[config.mk]
export PLATFORM = sky130hd
export DESIGN_NAME = ssd_mux
export DESIGN_NICKNAME = d
export VERILOG_FILES = /design/src/rtl/ssd_mux.sv
export SDC_FILE = /design/constraint.sdc
export NUM_CORES = 1
export LEC_CHECK = 0
export CAP_MARGIN = 10
export CELL_PAD_IN_SITES_DETAIL_PLACEMENT = 1
export CELL_PAD_IN_SITES_GLOBAL_PLACEMENT = 2
export CORE_MARGIN = 5
export CORE_UTILIZATION = 40
export CTS_CLUSTER_SIZE = 12
export DETAILED_ROUTE_END_ITERATION = 10
export PLACE_DENSITY_LB_ADDON = 0.1
export SYNTH_ARGS = -nofsm -noshare
export SYNTH_HDL_FRONTEND = slang
export SYNTH_SLANG_ARGS = --single-unit
[constraint.sdc]
create_clock -name clk -period 4.2 [get_ports clk]
set_clock_uncertainty 0.15 [all_clocks]
set_input_delay 1.26 -clock clk [delete_from_list [all_inputs] [get_ports clk]]
set_output_delay 1.26 -clock clk [all_outputs]
set_load 0.1 [all_outputs]
[src/rtl/ssd_mux.sv]
// ssd_mux: multi-digit seven-segment driver with a load handshake, a
// sequential double-dabble binary-to-BCD engine, overflow dash display
// and one-hot time-multiplexed digit scanning.
// Optional feature macro: SSD_LZB_EN (leading-zero blanking).
module ssd_mux #(
  parameter int DIGITS      = 4,
  parameter int BIN_W       = 14,
  parameter int REFRESH_CNT = 20000
) (
  input  logic              clk,
  input  logic              rst_ni,
  input  logic [BIN_W-1:0]  num_i,
  input  logic              load_i,
  output logic              busy_o,
  output logic              ovf_o,
  output logic [6:0]        a2g_o,
  output logic [DIGITS-1:0] sel_o
);

  localparam int BCD_W  = DIGITS * 4;
  localparam int CNT_W  = $clog2(BIN_W + 1);
  localparam int SCAN_W = $clog2(REFRESH_CNT);

  function automatic logic [63:0] pow10(input int n);
    logic [63:0] p;
    p = 64'd1;
    for (int k = 0; k < n; k++) p = p * 64'd10;
    return p;
  endfunction

  localparam logic [63:0] LIMIT = pow10(DIGITS);

  // Segment pattern for one BCD nibble; codes 10..15 show as 0.
  function automatic logic [6:0] seg_decode(input logic [3:0] nib);
    case (nib)
      4'd0:    return 7'b1111110;
      4'd1:    return 7'b0000110;
      4'd2:    return 7'b1101101;
      4'd3:    return 7'b1001111;
      4'd4:    return 7'b0010111;
      4'd5:    return 7'b1011011;
      4'd6:    return 7'b1111011;
      4'd7:    return 7'b0001110;
      4'd8:    return 7'b1111111;
      4'd9:    return 7'b1011111;
      default: return 7'b1111110;
    endcase
  endfunction

  typedef enum logic [1:0] {IDLE, CONVERT, LATCH} state_t;

  state_t             state_reg, state_next;
  logic [BIN_W-1:0]   bin_reg;
  logic [BCD_W-1:0]   bcd_reg;
  logic [CNT_W-1:0]   bit_cnt_reg;
  logic               ovf_cap_reg;
  logic [BCD_W-1:0]   disp_reg;
  logic               ovf_reg;
  logic [SCAN_W-1:0]  scan_cnt_reg;
  logic [DIGITS-1:0]  sel_reg;
  logic [BCD_W-1:0]   bcd_adj;
  logic [63:0]        num_ext;
  logic [3:0]         nib_sel;
  logic               blank;

  assign num_ext = 64'(num_i);

  // Double-dabble correction: add 3 to every nibble that is 5 or more.
  for (genvar gi = 0; gi < DIGITS; gi++) begin : g_adj
    assign bcd_adj[4*gi +: 4] = (bcd_reg[4*gi +: 4] >= 4'd5) ?
                                (bcd_reg[4*gi +: 4] + 4'd3) : bcd_reg[4*gi +: 4];
  end

  // State register.
  always_ff @(posedge clk or negedge rst_ni) begin
    if (!rst_ni) state_reg <= IDLE;
    else         state_reg <= state_next;
  end

  // Next-state logic: load only from IDLE, BIN_W shift steps, then one latch cycle.
  always_comb begin
    state_next = state_reg;
    case (state_reg)
      IDLE:    if (load_i) state_next = CONVERT;
      CONVERT: if (bit_cnt_reg == CNT_W'(BIN_W - 1)) state_next = LATCH;
      LATCH:   state_next = IDLE;
      default: state_next = IDLE;
    endcase
  end

  // Conversion datapath; the display register only moves in LATCH.
  always_ff @(posedge clk or negedge rst_ni) begin
    if (!rst_ni) begin
      bin_reg     <= '0;
      bcd_reg     <= '0;
      bit_cnt_reg <= '0;
      ovf_cap_reg <= 1'b0;
      disp_reg    <= '0;
      ovf_reg     <= 1'b0;
    end else begin
      case (state_reg)
        IDLE: if (load_i) begin
          bin_reg     <= num_i;
          bcd_reg     <= '0;
          bit_cnt_reg <= '0;
          ovf_cap_reg <= (num_ext >= LIMIT);
        end
        CONVERT: begin
          bcd_reg     <= {bcd_adj[BCD_W-2:0], bin_reg[BIN_W-1]};
          bin_reg     <= {bin_reg[BIN_W-2:0], 1'b0};
          bit_cnt_reg <= bit_cnt_reg + CNT_W'(1);
        end
        LATCH: begin
          disp_reg <= bcd_reg;
          ovf_reg  <= ovf_cap_reg;
        end
        default: ;
      endcase
    end
  end

  // Free-running scan: each digit held for REFRESH_CNT cycles, then rotate.
  always_ff @(posedge clk or negedge rst_ni) begin
    if (!rst_ni) begin
      scan_cnt_reg <= SCAN_W'(REFRESH_CNT - 1);
      sel_reg      <= DIGITS'(1);
    end else if (scan_cnt_reg == '0) begin
      scan_cnt_reg <= SCAN_W'(REFRESH_CNT - 1);
      sel_reg      <= {sel_reg[DIGITS-2:0], sel_reg[DIGITS-1]};
    end else begin
      scan_cnt_reg <= scan_cnt_reg - SCAN_W'(1);
    end
  end

  // Pick the nibble belonging to the currently selected digit.
  always_comb begin
    nib_sel = '0;
    for (int i = 0; i < DIGITS; i++)
      if (sel_reg[i]) nib_sel = nib_sel | disp_reg[4*i +: 4];
  end

`ifdef SSD_LZB_EN
  logic [DIGITS-1:0] upper_zero;
  // A digit is a leading zero when it and every digit above it are zero.
  for (genvar gi = 0; gi < DIGITS; gi++) begin : g_lzb
    assign upper_zero[gi] = ~|disp_reg[BCD_W-1:4*gi];
  end
  // Digit 0 is never blanked so that a value of 0 still shows "0".
  assign blank = |(sel_reg[DIGITS-1:1] & upper_zero[DIGITS-1:1]);
`else
  assign blank = 1'b0;
`endif

  // Overflow dashes override both blanking and the nibble decode.
  always_comb begin
    a2g_o = seg_decode(nib_sel);
    if (blank)   a2g_o = 7'b0000000;
    if (ovf_reg) a2g_o = 7'b0000001;
  end

  assign busy_o = (state_reg != IDLE);
  assign ovf_o  = ovf_reg;
  assign sel_o  = sel_reg;

endmodule

# [Word level (Yosys, flattened, before mapping)]
# Memories as Yosys holds them, arrays and structs flattened.
# Index checks and enable logic that the tools add are counted.
[op_classes] bitwise=3 order_cmp=5 n_addsub=6 n_reduce_logical=7 mux=19 eq_ne=5
[ops] cell="$mux W4" n=8
[ops] cell="$pmux W16 S2" n=1
[ops] cell="$pmux W14 S2" n=1
[ops] cell="$ge A4 B3 Y1 const B" n=4
[ops] cell="$mux W16" n=1
[ops] cell="$logic_not A15 Y1" n=1
[ops] cell="$mux W15" n=1
[ops] cell="$sub A15 B1 Y15 const B" n=1
[ops] cell="$ge A14 B14 Y1 const B" n=1
[ops] cell="$mux W14" n=1
[ops] cell="$add A4 B2 Y4 const B" n=3
[ops] cell="$or A4 B4 Y4" n=3
[ops] cell="$pmux W4 S2" n=1
[ops] cell="$mux W7" n=1
[ops] cell="$reduce_and A2 Y1" n=3
[ops] cell="$add A4 B1 Y4 const B" n=1
[ops] cell="$eq A4 B4 Y1 const B" n=1
[ops] cell="$mux W2" n=2
[ops] cell="$ne A2 B2 Y1 const B" n=2
[ops] cell="$pmux W2 S2" n=1
[ops] cell="$reduce_bool A2 Y1" n=2
[ops] cell="$add A3 B2 Y3 const B" n=1
[ops] cell="$mux W3" n=1
[ops] cell="$eq A2 B1 Y1 const B" n=1
[ops] cell="2 further kinds" n=2
[word_totals] mem_count=1 rom_bits=112 out_inout_bits=13 reg_bits=73 input_bits=17
[mem_list] name="(no name shown)" words=16 width=7 read_ports=1 rd_ports_with_merged_regs=0 wr=0 line="35" text="case (nib)"

# [Longest topological paths before layout]
# Gate-level depths: netlist of the first run.
# An unclocked memory read counts as a cell.
[depth] word_depth=9 depth_mapped=7 ltp_nobuf=7

# [Worst setup path before layout of the first run]
# No wires, ideal clock.
[synth_timing] path_type="register -> output" start="register sel_reg[2] (netlist: sel_o[2])" end="output port a2g_o[6]" n_path_buf=0 path_slack_ns=-0.545 arrival_ns=3.335 stages_incl_launch_ff=7 cell_sequence="dfrtp_1 a22oi_1 nand2_1 inv_1 ha_1 o21ai_0 a21oi_1"
[synth_via] elab_chain_cells=5
[synth_lines] item="start, declared" line="60" text="logic [DIGITS-1:0] sel_reg;"
[synth_lines] item="start signal, assigned" line="129" text="sel_reg <= {sel_reg[DIGITS-2:0], sel_reg[DIGITS-1]};"
[synth_lines] item="$mux W4 (*)" line="139" text="if (sel_reg[i]) nib_sel = nib_sel | disp_reg[4*i +: 4];"
[synth_lines] item="$or A4 B4 Y4" line="139"
[synth_lines] item="$mux W4 (*)" line="139"
[synth_lines] item="$mem_v2 Z16 W7 (*)"
[synth_lines] item="$mux W7 (*)" line="158" text="if (ovf_reg) a2g_o = 7'b0000001;"
[synth_lines] item="end, declared" line="16" text="output logic [6:0] a2g_o,"
# Mark *: on every way between the ends. The rest lies on a longest branch, timed or not.

# [Final worst setup path of the first run]
[layout_timing] start="register sel_reg[1] (netlist: sel_o[1])" end="output port a2g_o[5]"
[layout_via] elab_chain_cells=7
[layout_lines] item="$mux W4 (*)" line="139"
[layout_lines] item="$or A4 B4 Y4" line="139"
[layout_lines] item="$mux W4 (*)" line="139"
[layout_lines] item="$or A4 B4 Y4" line="139"
[layout_lines] item="$mux W4 (*)" line="139"
[layout_lines] item="$mem_v2 Z16 W7 (*)"
[layout_lines] item="$mux W7 (*)" line="158"
# Marked as above.

==> qor.yml, run 1 <==
logic_synthesis:
  netlist_area_um2: 3650
  syn-num-nets: 392
  synth-simple-area-share_pct: 17.6
  yosysUniqueCellTypes: 50
  syn-mean-instance-area_um2: 10.2
  synthCells: 358
  synth-warning-count: 0
  synthMuxAreaShare_pct: 4.66
  yosys.area_share.adder_pct: 5.82
  synth-seq-cells: 73
  ys_seq_area_share_pct: 50.4
  synth_xor_area_share_pct: 4.08
  synth_top_family_by_area: "simple AND/OR/NAND/NOR gates"
  synth-compound-area-share_pct: 13.9
setup_path:
  cp.arrival_ns: 2.25
  worstPathRequired_ns: 2.79
  crit_path_start_kind: "register"
  critPathKind: "register to output pin"
  cpMaxStageDelayCell: "dfrtp_1"
  crit_path_end_kind: "output pin"
  critPathMaxFanout: 8
  slowest_delay_ns: 0.46
  path_cells: "a22o_1 -> a221oi_4 -> mux2i_1 -> o221a_2 -> buf_4"
grt:
  grt_pass1_vias: 2832
  grtUsageTotal_pct: 15.5
  grt_max_degree: 44
  grt_pass1_wl_um: 13900
  overflow: 0
  antenna_found_initial: 0
clock_tree:
  htreeDepth: 3
  clock_latency_ns: 0.35
  root_buffer: "clkbuf_8"
  cts_resized: 0
  ctsHoldBuffers: 0
  clock_sink_count: 73
  cts_made_buffers: 9
  cts_buffer_depth: 2
  path_clk_slew_ns: 0.08
  cts_tree: "built"
  post_cts_buffers: 0
route:
  firstDrtPassIters: 4
  routed-via-count: 2682
  drtAntennaViolNets: 0
  drc_errors: 0
  routed_wl_um: 8010
  first_iter_violations: 107
  viasPerCell: 5.35
  wl_per_cell_um: 16.0
final_layout:
  final_nets: 422
  fill_cells: 1004
  area.growth.synth_to_final_pct: 16.9
  antennaDiodeCount: 0
  seqCellArea_um2: 1840
  layout-drive-gt1-share_pct: 19.1
  multi_input_area_um2: 1710
place:
  hpwl_um: 5600
  globalplace.congestion: 0.787
  pre_cts_ws_ns: 0.918
  port_buffers: 29
flow_run:
  cap_violations: 0
timing:
  fin_crit_ns: 3.66
  timing.fmax_mhz: 273
  finalHoldViolations: 0
  setup_slack_ns: 0.542
  worstMarginPinSlew_ns: 0.965
  setup_viol: 0
  slew_violations: 0
  finalCritPeriodShare_pct: 87.1
  fin_setup_tns_ns: 0
  grt_setup_unrepaired: "false"
  max-slew-margin-rel_pct: 35.5
worst_hold_path:
  hold_path_class: "register to register"
power:
  fin_total_pwr_w: 0.00286
  power_leakage_nw: 1.88
  irDropWorstVdd_v: 0.000343
  power_density_nw_per_um2: 671
outcome:
  run_status: "finished clean"
floorplanning:
  die_area_um2: 11100
  core_um2: 8810
  die_w_um: 106
  rows: 34
  start_util_pct: 41.5
  die_h_um: 106
  ios: 30
## per-stage QoR
step / area [um2] / utilization [%] / std cells / hold slack, ns
finish: 4270 / 48.5 / 501 / 0.311
global route: 4270 / 48.5 / 501 / 0.336
CTS: 4270 / 48.5 / 501 / 0.315
detailed placement: 4040 / 45.9 / 485 / 0.294
global placement: 4040 / 45.9 / 485 / 0.286
floorplan: 3680 / - / 358 / 0.278
## critical path, delay by kind of cell, from the launching register on
| family | cells | cell delay, ns |
|---|---|---|
| flip-flops | 1 | 0.46 |
| buffers and inverters | 1 | 0.28 |
| AO/OA/AOI/OAI | 3 | 0.90 |
| multiplexers | 1 | 0.26 |
## synth_stat cells (all sizes together)
cell     number  area, um2
a221oi        1       26.3
a211oi        1       7.51
nand4         3       18.8
o22ai        12       75.1
o31ai         7       52.6
a21o          1       7.51
o22a          1       8.76
a31oi         4       25.0
o221a         1       11.3
nand2        40        153
and3          1       6.26
nor4          4       46.3
o2bb2ai       1       8.76
mux2         13        150
or4           1       11.3
xor2          7       61.3
nor3b         1       7.51
o21ai        25        125
nand2b       10       62.6
a22oi         7       52.6
mux2i         2       20.0
xnor2        10       87.6
nor3          6       40.0
nand3        18       90.1
clkbuf        9       33.8
o311ai        1       8.76
and2          2       12.5
buf           6       33.8
and4b         1       13.8
dfrtp        63       1580
nor4b         1       15.0
a21oi         8       40.0
or3b          1       8.76
ha           17        213
a22o          1       8.76
a32o          4       40.0
o221ai        1       8.76
dfstp        10        263
inv          17       63.8
and4          1       10.0
nor2         36        135
nor2b         1       6.26
or2           1       6.26
## per-layer routing
metal,vias to the layer above,share of wire [%],track usage (%)
li1,1316,-,-
met1,1323,50,21.1
met2,32,46,24.5
met3,11,2.5,2.81
met4,0,1.7,6.38
met5,-,0,0
## final cells by class
class / count / share of cell area (%)
Tap cell: 108 / 3.17
Clock inverter: 5 / 1.82
Sequential cell: 73 / 43.1
Inverter: 17 / 1.50
Multi-Input combinational cell: 253 / 40.0
Timing Repair Buffer: 34 / 6.86
Clock buffer: 11 / 3.55
## cell usage in the layout, fill, tap and decap left out, drive strengths merged, types with 6 or more instances in the layout
master	n
nand2b	10
clkdlybuf4s50	16
nor3	6
xnor2	10
a22oi	7
buf	18
clkbuf	11
nor2	36
nand2	40
dfrtp	63
o31ai	7
ha	17
o21ai	25
inv	17
a21oi	8
nand3	18
dfstp	10
o22ai	12
mux2	13
xor2	7
## final timing paths
path / from / end / slack (ns) / cells after the start
max reg2reg: scan_cnt_reg[3]$_DFF_PN1_ / scan_cnt_reg[11]$_DFF_PN1_ / 2.14 / 4
max: sel_o[1]$_DFFE_PN0P_ / a2g_o[5] / 0.54 / 5
max in group asynchronous: rst_ni / bin_reg[1]$_DFFE_PN0P_ / 2.30 / 2
min: scan_cnt_reg[0]$_DFF_PN1_ / scan_cnt_reg[0]$_DFF_PN1_ / 0.31 / 1
min reg2reg: scan_cnt_reg[0]$_DFF_PN1_ / scan_cnt_reg[0]$_DFF_PN1_ / 0.31 / 1
min in group asynchronous: rst_ni / scan_cnt_reg[13]$_DFF_PN0_ / 0.80 / 1
## power by group
group / internal, W / total (W) / switching [W]
combinational: 0.000410 / 0.00115 / 0.000735
clock: 0.000365 / 0.000624 / 0.000259
sequential: 0.000920 / 0.00109 / 0.000175
## logic make-up (layout without fill, tap and decap cells)
| group | Yosys count | in the layout |
|---|---|---|
| DFF | 73 | 73 |
| AOI/OAI and AO/OA | 76 | 76 |
| muxes | 15 | 15 |
| buffers and inverters | 32 | 67 |
| and+or+nand+nor | 128 | 128 |
| xor gates and xnor gates | 17 | 17 |
| adders and majority gates | 17 | 17 |
Note: power is estimated with default switching activity, not from simulation.
==> run 2, diff against run 1 <==
Settings changed: RECOVER_POWER set to 25.
==> run 2 against run 1 <==
  * The flow now finishes with violations (capacitance limit, slew limit)
  * Final area down 0.41%
  * Critical path depth is the same
  * Die area unchanged
  * Worst setup slack barely moved
  * Maximum frequency barely moved
  * Sequential power is essentially flat
  * Utilization down 0.20 points
  * Combinational power barely moved
  * Sequential share of layout area increased by 0.18 points
  * Final cell count is the same
  * Non-clock buffer count unchanged
  * Worst hold slack about the same
  * Critical endpoint unchanged
  * Largest cell class unchanged
  * Largest power group unchanged
  * Highest routed layer unchanged
==> qor.yml, run 2 (same netlist as run 1, synthesis figures left out) <==
setup_path:
  slowest_delay_ns: 0.46  # about the same
  critPathKind: "register to output pin"
  crit_path_start_kind: "register"
  cp.arrival_ns: 2.25  # about the same
  crit_path_end_kind: "output pin"
  worstPathRequired_ns: 2.79  # about the same
  cpMaxStageDelayCell: "dfrtp_1"
  critPathMaxFanout: 8  # unchanged
  path_cells: "a22o_1 -> a221oi_4 -> mux2i_1 -> o221a_2 -> buf_4"
worst_hold_path:
  hold_path_class: "register to register"
route:
  routed_wl_um: 8010  # about the same
  wl_per_cell_um: 16.0  # about the same
  viasPerCell: 5.36  # about the same
  firstDrtPassIters: 4  # unchanged
  drc_errors: 0  # unchanged
  first_iter_violations: 101  # -5.6%
  drtAntennaViolNets: 0  # unchanged
  routed-via-count: 2683  # +0.037%
timing:
  grt_setup_unrepaired: "false"
  max-slew-margin-rel_pct: -7.09  # -43 points
  fin_setup_tns_ns: 0  # unchanged
  whs_ns: 0.311  # -0.00000800 ns
  fin_crit_ns: 3.66  # -0.000284 ns
  setup_viol: 0  # unchanged
  finalCritPeriodShare_pct: 87.1  # about the same
  finalHoldViolations: 0  # unchanged
  slew_violations: 31  # +31
  timing.fmax_mhz: 273  # about the same
  worstMarginPinSlew_ns: 1.61  # +0.642 ns
grt:
  gr-usage-met3_pct: 2.81  # unchanged
  overflow: 0  # unchanged
  grt-busiest-layer: "met2"
  grt_pass1_wl_um: 13900  # unchanged
  antenna_found_initial: 0  # unchanged
  grt_max_degree: 44  # unchanged
  grt_pass1_vias: 2832  # unchanged
  grtUsageTotal_pct: 15.5  # unchanged
  met1_usage_pct: 21.1  # unchanged
  grt_use_met2_pct: 24.5  # unchanged
final_layout:
  mostFrequentLayoutCell: "dfrtp_1"
  final_nets: 422  # unchanged
  layout-drive-gt1-share_pct: 18.1  # -1.0 points
  layout_common_cells: "dfrtp_1, nand2_1, nor2_1"
  area.growth.synth_to_final_pct: 16.4
  antennaDiodeCount: 0  # unchanged
clock_tree:
  post_cts_buffers: 0  # unchanged
  path_clk_slew_ns: 0.08  # about the same
  clock_sink_count: 73  # unchanged
  htreeDepth: 3  # unchanged
  clock_latency_ns: 0.35  # about the same
  cts_made_buffers: 9  # unchanged
  cts_resized: 0  # unchanged
  root_buffer: "clkbuf_8"
  cts_tree: "built"
  cts_buffer_depth: 2  # unchanged
  ctsHoldBuffers: 0  # unchanged
place:
  port_buffers: 29  # unchanged
  hpwl_um: 5600  # unchanged
  globalplace.congestion: 0.787  # unchanged
floorplanning:
  die_area_um2: 11100  # unchanged
  die_w_um: 106  # unchanged
  rows: 34  # unchanged
  start_util_pct: 41.5  # unchanged
  die_h_um: 106  # unchanged
  core_um2: 8810  # unchanged
  ios: 30  # unchanged
outcome:
  run_status: "finished, violations left"
  violations: "capacitance limit, slew limit"
flow_run:
  cap_violations: 1  # +1
power:
  irDropWorstVdd_v: 0.000343  # about the same
  power_leakage_nw: 1.87  # -0.28%
  power_density_nw_per_um2: 674  # +0.41%
==> run 2: final timing paths <==
path | from | endpoint | slack [ns] | cells past startpoint
min | scan_cnt_reg[0]$_DFF_PN1_ | scan_cnt_reg[0]$_DFF_PN1_ | 0.31 | 1
max reg2reg | scan_cnt_reg[3]$_DFF_PN1_ | scan_cnt_reg[11]$_DFF_PN1_ | 1.57 | 4
max in group asynchronous | rst_ni | bin_reg[1]$_DFFE_PN0P_ | 1.61 | 2
max | sel_o[1]$_DFFE_PN0P_ | a2g_o[5] | 0.54 | 5
min reg2reg | scan_cnt_reg[0]$_DFF_PN1_ | scan_cnt_reg[0]$_DFF_PN1_ | 0.31 | 1
min in group asynchronous | rst_ni | scan_cnt_reg[13]$_DFF_PN0_ | 1.16 | 1
==> run 2: area by class of cell <==
cell class | instances | area [um2]
Fill cell | 1006 | 4560
Multi-Input combinational cell | 253 | 1690
Sequential cell | 73 | 1840
Tap cell | 108 | 135
Clock inverter | 5 | 77.6
Clock buffer | 11 | 151
Timing Repair Buffer | 34 | 292
Inverter | 17 | 63.8
==> run 2: layer usage <==
metal	share of wire, %	vias up
met3	2.4	11
met5	0	-
met1	50	1324
li1	-	1316
met4	1.7	0
met2	46	32
==> run 2: through the flow <==
| step | cell area, um2 | setup slack [ns] | util (%) | cells | power (W) |
|---|---|---|---|---|---|
| 2_1_floorplan | 3680 | -0.411 | - | 358 | 0.00197 |
| 4_1_cts | 4270 | 0.531 | 48.5 | 501 | 0.00291 |
| 6_report | 4250 | 0.543 | 48.3 | 501 | 0.00286 |
| 3_3_place_gp | 4040 | 0.954 | 45.9 | 485 | 0.00224 |
| 3_5_place_dp | 4040 | 0.918 | 45.9 | 485 | 0.00227 |
| 5_1_grt | 4250 | 0.410 | 48.3 | 501 | 0.00307 |
==> run 2: power by group <==
| part | internal (W) | switching, W | total, W | leakage [nW] |
|---|---|---|---|---|
| registers | 0.000919 | 0.000175 | 0.00109 | 0.895 |
| clock network | 0.000365 | 0.000259 | 0.000624 | 0.115 |
| logic | 0.000410 | 0.000735 | 0.00115 | 0.860 |
| total | 0.00169 | 0.00117 | 0.00286 | 1.87 |
==> run 2: critical path, delay by kind of cell (launching register included) <==
family | cells | cell delay (ns)
AOI/OAI and AO/OA | 3 | 0.90
DFF | 1 | 0.46
buffers and inverters | 1 | 0.28
muxes | 1 | 0.26
